<file path="src/rtl/rs_alu_if.sv">
// rs_alu_if: dispatch bundle into the ALU reservation station.
// full back-pressures dispatch_valid.
interface rs_alu_if #(
   parameter int ROB_WIDTH = 4
);
   logic                 dispatch_valid;
   logic [4:0]           dispatch_op;
   logic [ROB_WIDTH-1:0] dispatch_rob_id;
   logic [31:0]          dispatch_true_jaddr;
   logic [31:0]          dispatch_false_jaddr;
   logic [31:0]          dispatch_vj;
   logic                 dispatch_qj_valid;
   logic [ROB_WIDTH-1:0] dispatch_qj;
   logic [31:0]          dispatch_vk;
   logic                 dispatch_qk_valid;
   logic [ROB_WIDTH-1:0] dispatch_qk;
   logic                 full;

   modport master (
      output dispatch_valid, dispatch_op, dispatch_rob_id,
      output dispatch_true_jaddr, dispatch_false_jaddr,
      output dispatch_vj, dispatch_qj_valid, dispatch_qj,
      output dispatch_vk, dispatch_qk_valid, dispatch_qk,
      input  full
   );

   modport slave (
      input  dispatch_valid, dispatch_op, dispatch_rob_id,
      input  dispatch_true_jaddr, dispatch_false_jaddr,
      input  dispatch_vj, dispatch_qj_valid, dispatch_qj,
      input  dispatch_vk, dispatch_qk_valid, dispatch_qk,
      output full
   );
endinterface

</file>
<file path="src/rtl/rs_alu.sv">
// rs_alu: ALU reservation station, index-priority dispatch and issue.
// Define RS_CDB_WAKEUP_EN to issue a CDB-woken entry in the same cycle.
module rs_alu #(
   parameter int RS_SIZE   = 8,
   parameter int ROB_WIDTH = 4
) (
   input  logic                 clk_in,
   input  logic                 rst_in,
   input  logic                 rdy_in,
   input  logic                 clear,
   rs_alu_if.slave              disp,
   input  logic                 alu_ready,
   input  logic [ROB_WIDTH-1:0] alu_rob_id,
   input  logic [31:0]          alu_value,
   input  logic                 lsb_ready,
   input  logic [ROB_WIDTH-1:0] lsb_rob_id,
   input  logic [31:0]          lsb_value,
   output logic                 calc_enable,
   output logic [31:0]          lhs,
   output logic [31:0]          rhs,
   output logic [4:0]           op,
   output logic [ROB_WIDTH-1:0] rob_dep,
   output logic [31:0]          true_jaddr,
   output logic [31:0]          false_jaddr
);
   localparam int IW = $clog2(RS_SIZE);

   typedef logic [ROB_WIDTH-1:0] tag_t;

   typedef struct packed {
      logic        busy;
      logic [4:0]  op;
      logic [31:0] vj;
      logic        qjv;
      tag_t        qj;
      logic [31:0] vk;
      logic        qkv;
      tag_t        qk;
      tag_t        rob;
      logic [31:0] tj;
      logic [31:0] fj;
   } ent_t;

   typedef struct packed {
      logic        ce;
      logic [31:0] lhs;
      logic [31:0] rhs;
      logic [4:0]  op;
      tag_t        rob;
      logic [31:0] tj;
      logic [31:0] fj;
   } iss_t;

   ent_t ent_q [RS_SIZE];
   ent_t ent_w [RS_SIZE];
   ent_t ent_d [RS_SIZE];
   ent_t new_e;
   iss_t iss_q, iss_d;

   logic [RS_SIZE-1:0] busy_v;
   logic [RS_SIZE-1:0] rdy_v;
   logic [IW-1:0]      iss_idx;
   logic [IW-1:0]      free_idx;
   logic               iss_hit;
   logic               accept;

   // Returns {still_pending, value}; the ALU bus wins a tag tie.
   function automatic logic [32:0] snoop(
      input logic        pend,
      input tag_t        q,
      input logic [31:0] v,
      input logic        ar,
      input tag_t        at,
      input logic [31:0] av,
      input logic        lr,
      input tag_t        lt,
      input logic [31:0] lv
   );
      if (pend && ar && q == at) return {1'b0, av};
      if (pend && lr && q == lt) return {1'b0, lv};
      return {pend, v};
   endfunction

   always_comb begin
      for (int i = 0; i < RS_SIZE; i++) begin
         ent_w[i] = ent_q[i];
         {ent_w[i].qjv, ent_w[i].vj} = snoop(
            ent_q[i].qjv, ent_q[i].qj, ent_q[i].vj,
            alu_ready, alu_rob_id, alu_value,
            lsb_ready, lsb_rob_id, lsb_value);
         {ent_w[i].qkv, ent_w[i].vk} = snoop(
            ent_q[i].qkv, ent_q[i].qk, ent_q[i].vk,
            alu_ready, alu_rob_id, alu_value,
            lsb_ready, lsb_rob_id, lsb_value);
         busy_v[i] = ent_q[i].busy;
`ifdef RS_CDB_WAKEUP_EN
         rdy_v[i] = ent_w[i].busy & ~ent_w[i].qjv & ~ent_w[i].qkv;
`else
         rdy_v[i] = ent_q[i].busy & ~ent_q[i].qjv & ~ent_q[i].qkv;
`endif
      end
   end

   // Downward scan leaves the lowest matching index.
   always_comb begin
      iss_hit  = 1'b0;
      iss_idx  = '0;
      free_idx = '0;
      for (int i = RS_SIZE - 1; i >= 0; i--) begin
         if (rdy_v[i]) begin
            iss_hit = 1'b1;
            iss_idx = IW'(i);
         end
         if (!busy_v[i]) free_idx = IW'(i);
      end
   end

   assign disp.full = &busy_v;
   assign accept    = disp.dispatch_valid & ~disp.full & ~clear;

   always_comb begin
      new_e.busy = 1'b1;
      new_e.op   = disp.dispatch_op;
      new_e.qj   = disp.dispatch_qj;
      new_e.qk   = disp.dispatch_qk;
      new_e.rob  = disp.dispatch_rob_id;
      new_e.tj   = disp.dispatch_true_jaddr;
      new_e.fj   = disp.dispatch_false_jaddr;
      {new_e.qjv, new_e.vj} = snoop(
         disp.dispatch_qj_valid, disp.dispatch_qj, disp.dispatch_vj,
         alu_ready, alu_rob_id, alu_value,
         lsb_ready, lsb_rob_id, lsb_value);
      {new_e.qkv, new_e.vk} = snoop(
         disp.dispatch_qk_valid, disp.dispatch_qk, disp.dispatch_vk,
         alu_ready, alu_rob_id, alu_value,
         lsb_ready, lsb_rob_id, lsb_value);
   end

   always_comb begin
      for (int i = 0; i < RS_SIZE; i++) ent_d[i] = ent_w[i];
      if (iss_hit) ent_d[iss_idx].busy = 1'b0;
      if (accept)  ent_d[free_idx] = new_e;
   end

   always_comb begin
      iss_d = '0;
      if (iss_hit) begin
         iss_d.ce  = 1'b1;
         iss_d.lhs = ent_w[iss_idx].vj;
         iss_d.rhs = ent_w[iss_idx].vk;
         iss_d.op  = ent_w[iss_idx].op;
         iss_d.rob = ent_w[iss_idx].rob;
         iss_d.tj  = ent_w[iss_idx].tj;
         iss_d.fj  = ent_w[iss_idx].fj;
      end
   end

   always_ff @(posedge clk_in) begin
      if (rst_in) begin
         for (int i = 0; i < RS_SIZE; i++) ent_q[i].busy <= 1'b0;
         iss_q <= '0;
      end else if (rdy_in) begin
         if (clear) begin
            for (int i = 0; i < RS_SIZE; i++) ent_q[i].busy <= 1'b0;
            iss_q <= '0;
         end else begin
            for (int i = 0; i < RS_SIZE; i++) ent_q[i] <= ent_d[i];
            iss_q <= iss_d;
         end
      end
   end

   assign calc_enable = iss_q.ce;
   assign lhs         = iss_q.lhs;
   assign rhs         = iss_q.rhs;
   assign op          = iss_q.op;
   assign rob_dep     = iss_q.rob;
   assign true_jaddr  = iss_q.tj;
   assign false_jaddr = iss_q.fj;
endmodule

</file>
<file path="src/flat_wrapper.sv">
// flat-port wrapper written by rule: the top's interface ports become plain ports
module rs_alu_flat 
#(
   parameter int RS_SIZE   = 8,
   parameter int ROB_WIDTH = 4
)
  (clk_in, rst_in, rdy_in, clear, alu_ready, alu_rob_id, alu_value, lsb_ready, lsb_rob_id, lsb_value, calc_enable, lhs, rhs, op, rob_dep, true_jaddr, false_jaddr, disp_dispatch_valid, disp_dispatch_op, disp_dispatch_rob_id, disp_dispatch_true_jaddr, disp_dispatch_false_jaddr, disp_dispatch_vj, disp_dispatch_qj_valid, disp_dispatch_qj, disp_dispatch_vk, disp_dispatch_qk_valid, disp_dispatch_qk, disp_full);
  rs_alu_if #(.ROB_WIDTH(ROB_WIDTH)) disp_i ();
  input  logic clk_in;
  input  logic rst_in;
  input  logic rdy_in;
  input  logic clear;
  input  logic alu_ready;
  input  logic [ROB_WIDTH-1:0] alu_rob_id;
  input  logic [31:0] alu_value;
  input  logic lsb_ready;
  input  logic [ROB_WIDTH-1:0] lsb_rob_id;
  input  logic [31:0] lsb_value;
  output logic calc_enable;
  output logic [31:0] lhs;
  output logic [31:0] rhs;
  output logic [4:0] op;
  output logic [ROB_WIDTH-1:0] rob_dep;
  output logic [31:0] true_jaddr;
  output logic [31:0] false_jaddr;
  input wire logic [$bits(disp_i.dispatch_valid)-1:0] disp_dispatch_valid;
  input wire logic [$bits(disp_i.dispatch_op)-1:0] disp_dispatch_op;
  input wire logic [$bits(disp_i.dispatch_rob_id)-1:0] disp_dispatch_rob_id;
  input wire logic [$bits(disp_i.dispatch_true_jaddr)-1:0] disp_dispatch_true_jaddr;
  input wire logic [$bits(disp_i.dispatch_false_jaddr)-1:0] disp_dispatch_false_jaddr;
  input wire logic [$bits(disp_i.dispatch_vj)-1:0] disp_dispatch_vj;
  input wire logic [$bits(disp_i.dispatch_qj_valid)-1:0] disp_dispatch_qj_valid;
  input wire logic [$bits(disp_i.dispatch_qj)-1:0] disp_dispatch_qj;
  input wire logic [$bits(disp_i.dispatch_vk)-1:0] disp_dispatch_vk;
  input wire logic [$bits(disp_i.dispatch_qk_valid)-1:0] disp_dispatch_qk_valid;
  input wire logic [$bits(disp_i.dispatch_qk)-1:0] disp_dispatch_qk;
  output wire logic [$bits(disp_i.full)-1:0] disp_full;
  assign disp_i.dispatch_valid = disp_dispatch_valid;
  assign disp_i.dispatch_op = disp_dispatch_op;
  assign disp_i.dispatch_rob_id = disp_dispatch_rob_id;
  assign disp_i.dispatch_true_jaddr = disp_dispatch_true_jaddr;
  assign disp_i.dispatch_false_jaddr = disp_dispatch_false_jaddr;
  assign disp_i.dispatch_vj = disp_dispatch_vj;
  assign disp_i.dispatch_qj_valid = disp_dispatch_qj_valid;
  assign disp_i.dispatch_qj = disp_dispatch_qj;
  assign disp_i.dispatch_vk = disp_dispatch_vk;
  assign disp_i.dispatch_qk_valid = disp_dispatch_qk_valid;
  assign disp_i.dispatch_qk = disp_dispatch_qk;
  assign disp_full = disp_i.full;
  rs_alu #(.RS_SIZE(RS_SIZE), .ROB_WIDTH(ROB_WIDTH)) u_core (.clk_in(clk_in), .rst_in(rst_in), .rdy_in(rdy_in), .clear(clear), .disp(disp_i), .alu_ready(alu_ready), .alu_rob_id(alu_rob_id), .alu_value(alu_value), .lsb_ready(lsb_ready), .lsb_rob_id(lsb_rob_id), .lsb_value(lsb_value), .calc_enable(calc_enable), .lhs(lhs), .rhs(rhs), .op(op), .rob_dep(rob_dep), .true_jaddr(true_jaddr), .false_jaddr(false_jaddr));
endmodule
</file>
<file path="config.mk">
export PLATFORM = sky130hd
export DESIGN_NAME = rs_alu_flat
export DESIGN_NICKNAME = d
export VERILOG_FILES = /design/src/rtl/rs_alu_if.sv /design/src/rtl/rs_alu.sv /design/src/flat_wrapper.sv
export SDC_FILE = /design/constraint.sdc
export NUM_CORES = 2
export LEC_CHECK = 0
export CORE_UTILIZATION = 60
export CTS_CLUSTER_SIZE = 16
export DETAILED_ROUTE_END_ITERATION = 6
export PLACE_DENSITY = 0.8
export SLEW_MARGIN = 10
export SYNTH_ARGS = -nofsm -noshare
export SYNTH_HDL_FRONTEND = slang
export SYNTH_SLANG_ARGS = --single-unit
</file>
<file path="constraint.sdc">
create_clock -name clk_in -period 44.4 [get_ports clk_in]
set_input_delay 6.66 -clock clk_in [delete_from_list [all_inputs] [get_ports clk_in]]
set_output_delay 6.66 -clock clk_in [all_outputs]
set_load 0.02 [all_outputs]
</file>
# After elaboration in Yosys (flattened, before gate mapping)
# Memory sizes are Yosys's and may differ from the RTL's.
# Index checks and enable logic that the tools add are counted.
[classes]
order_cmp = 4
eq_ne = 36
muxes = 189
bitwise = 54
n_reduce_logical = 75
[ops]
columns = ["operator", "count"]
rows = [
  ["$mux W33", 72],
  ["$bwmux W1184", 2],
  ["$mux W1184", 2],
  ["$demux W148 S3", 2],
  ["$bmux W148 S3", 1],
  ["$mux W148", 2],
  ["$mux W147", 2],
  ["$mux W138", 2],
  ["$eq A4 B4 Y1", 36],
  ["$mux W1", 88],
  ["$logic_and A1 B1 Y1", 74],
  ["$mux W3", 16],
  ["$and A1 B1 Y1", 18],
  ["$not A1 Y1", 18],
  ["$or A1 B1 Y1", 16],
  ["$ge A4 B4 Y1 const B", 2],
  ["$lt A4 B1 Y1 const B", 2],
  ["$not A3 Y4", 2],
  ["$reduce_and A8 Y1", 1],
]
[totals]
regBits = 138
mem_bits_rw = 1184
in_bits = 226
output_inout_bits = 139
word_cells = 366
mem_count = 1
[memory_table]
columns = ["name", "depth", "width", "rd", "rd_ports_with_merged_regs", "write_ports", "line_no", "source"]
rows = [
  ["u_core.ent_q", 8, 148, 8, 0, 8, "rs_alu.sv:54", "ent_t ent_q [RS_SIZE];"],
]

# Longest topological paths before layout
# An unclocked memory read counts as a cell.
[depth]
depth_word = 22
mapped_depth = 12

# Worst setup path before layout
# OpenSTA, ideal clock, no wires.
[synth_timing]
path_type = "input to register"
start = "in rst_in"
end = "mem u_core.ent_q[0][592] (netlist name) (enable)"
t_arrival_ns = 25.207
t_required_ns = 43.780
setup_slack_ns = 18.573
path_stages = 5
path_cell_list = "nor2_1 > nand2_1 > inv_1 > nand2_1 > nor3_1"
[synth_rtl]
columns = ["item", "line_no", "source"]
rows = [
  ["start: declaration", "flat_wrapper.sv:10", "input logic rst_in;"],
  ["end: declaration", "rs_alu.sv:54", ""],
]

==> out/metrics.cfg <==
[hold_path]
hp-class=register to register
worstHoldPathCells=2

[finish]
syn2layout_area_growth_pct=12.4
nets=7202
drive_gt1_frac=0.0830
final_cell_area_um2=80800
fill_cells=8633
instances_no_fill=8709

[power_and_ir_drop]
p_switching_w=0.000708
combPwrFrac=0.090
sequentialPowerShare=0.486
peakVddDrop_mv=0.0399
pwr-share-clk=0.424
power_density_nw_per_um2=35.0
netSwitchingFraction=0.250
power.leakage_nw=28.6
internal_power_w=0.00212

[yosys]
synth_common_cells=1183 x edfxtp_1, 738 x nand2_1, 610 x o21ai_0
ys_ff_latch=1322
synth_most_common_cell=edfxtp_1
synth_area_leaders=edfxtp_1 49%, mux2i_1 4.4%, o21ai_0 4.2%
synth_area_um2=71900
synth_top_cell_by_area=edfxtp_1
synth_area_per_cell_um2=10.2
synthArstFlopShare=0
yosysWarnings=0
yosysSeqAreaShare=0.533
synthCells=7047
syn-num-nets=7273
synth-edff-count=1183
synth_flop_cell=edfxtp_1
ys_types=89
synth_top_area_frac=0.494

[timing]
maxSlewHeadroom=0.109
fin_ws_ns=33.79
layout_min_cycle_time_ns=10.62
rsz0062_at_grt=no
fin_skew_ns=0.0286
min_period_over_period=0.239
tightest_slew_ns=1.33
maxSlewViolCount=0
timing.setup.tns_ns=0
clock.fmax_ghz=0.0942
finalSetupViolCount=0
hold_viol=0

[cts]
cts_root_buffer=clkbuf_16
postCtsResizedCells=0
htree_num_levels=4
clk_path_buf_depth=3
tritoncts=yes
cts_hold_buf=0
cts.clk_slew.worst_paths_ns=0.06
cts.sinks=1322
cts_inserted_buffers=144
cts_setup_buffers=0
clock_latency_ns=0.81

[worst_setup_path]
crit_arrival_ns=11.04
path_cells=clkdlybuf4s50_1 > nor2_1 > nand2_1 > inv_8 > nand2_1 > nor3_2 > buf_4 > buf_4
end_kind=register
r2r_cells=8
start_kind=input port
cp.required_ns=44.83
worstPathMaxFanout=117
crit_slowest_cell=inv_8
critical_path_class=input port to register
cpPeakStageDelay_ns=0.75

[drt]
dr.first_iter.drc_count=11800
wirelength_um=268000
antenna_left=0
dr.pass1.iters=7
wl_per_cell_um=30.8
vias=63700
avgViaCountPerCell=7.31
drc=63

[placement]
post-place-cells=8430
numPortBuffers=364
globalplace.congestion=0.954
placed_area_um2=76100
place_ws_ns=32.96
dp_hpwl_um=147000

[grt]
globalRouteMet2Util=0.631
met1_usage=0.519
grt-ovfl-total=0
track_usage=0.429
met3_usage=0.160
grt_start_max_net_pins=180
grt_pass1_vias=60900
grt_pass1_wl_um=386000
grt_busiest_layer=met2
antenna_found_initial=30

[run]
maxCapViolations=0

[die]
die_h_um=348
std_cell_rows=126
die_area_um2=121000
ioPinCount=365
fp.dieW_um=348
initial_core_util=0.607
core_area_um2=118000

[outcome]
violations=design-rule violations
status=finished with violations

## metal layers
layer	up-vias	wire, µm
li1	26300	-
met3	1410	44900
met1	29700	87700
met2	6127	114000
met4	38	21700
met5	-	272
## sequential cells by signal, indices dropped and copies added (netlist names)
register / cells
u_core.ent_q: 1184
u_core.false_jaddr: 32
u_core.lhs: 32
u_core.rhs: 32
u_core.true_jaddr: 32
u_core.op: 5
u_core.rob_dep: 4
u_core.calc_enable: 1
## layout make-up
class,count,area [µm²],area share
well taps,1600,2000,0.0248
flip-flops and latches,1322,38300,0.474
clock buffers,209,3930,0.0486
multi-input cells,4931,30700,0.380
clock inverters,57,696,0.00861
diodes,13,32.5,0.000403
inverters,47,184,0.00228
repair buffers,530,4920,0.0609
## critical path, delay by kind of cell
| kind | cells | cell delay (ns) |
|---|---|---|
| AND/OR/NAND/NOR | 4 | 1.88 |
| buffers and inverters | 4 | 2.41 |
## through the flow
step,total power (W),util,hold WS (ns)
after detailed placement,0.00164,0.643,0.440
after global routing,0.00288,0.682,0.472
after global placement,0.00163,0.643,0.434
after CTS,0.00281,0.682,0.448
final,0.00283,0.682,0.446
after floorplan,0.00154,-,0.508
## final timing paths
check / start / endpoint / slack, ns
worst max register to register: u_core.ent_q[0][516] / u_core.rhs[23] / 39.26
worst min-delay path: u_core.false_jaddr[3] / u_core.false_jaddr[3] / 0.45
worst max-delay path: rst_in / u_core.ent_q[0][913] / 33.79
worst min register to register: u_core.false_jaddr[3] / u_core.false_jaddr[3] / 0.45
## cell families (layout without fill, tap and decap cells)
kind of cell              after synthesis  in the layout  synth area share
muxes                                 406            406            0.0581
AOI/OAI and AO/OA                    2104           2104             0.196
DFF                                  1322           1322             0.533
xor gates and xnor gates              108            108            0.0133
buffers and inverters                 794            843            0.0451
other                                   0             13                 0
and+or+nand+nor                      2313           2313             0.155
## power by group through the flow
stage / logic, W / clock network, W / registers [W]
final: 0.000254 / 0.00120 / 0.00138
after global routing: 0.000261 / 0.00124 / 0.00138
after CTS: 0.000241 / 0.00119 / 0.00137
after detailed placement: 0.000239 / 0 / 0.00140
after global placement: 0.000234 / 0 / 0.00140
after floorplan: 0.000132 / 0 / 0.00141
## layout by cell type, fill, tap and decap left out, types with 25 or more instances in the layout
cell and n:
clkdlybuf4s50_1 363, o221ai_1 83, clkbuf_16 144, a211oi_1 59
o211ai_1 115, o2bb2ai_1 76, and3_1 165, a21o_1 32
nor2b_1 29, nand4_1 73, and2_1 406, a221oi_1 25
dfxtp_1 139, a211o_1 28, o22ai_1 148, inv_1 44
nor4_1 28, a32o_1 34, buf_4 163, xnor2_1 75
nand3_1 107, o21ai_0 608, a22o_1 81, a21oi_1 270
clkbuf_1 57, xor2_1 29, o31ai_1 144, a31oi_1 174
edfxtp_1 1183, nor3_1 118, nor2_1 524, mux2i_1 317
nand2_1 731, mux2_2 78
(Power assumes the default switching activity.)
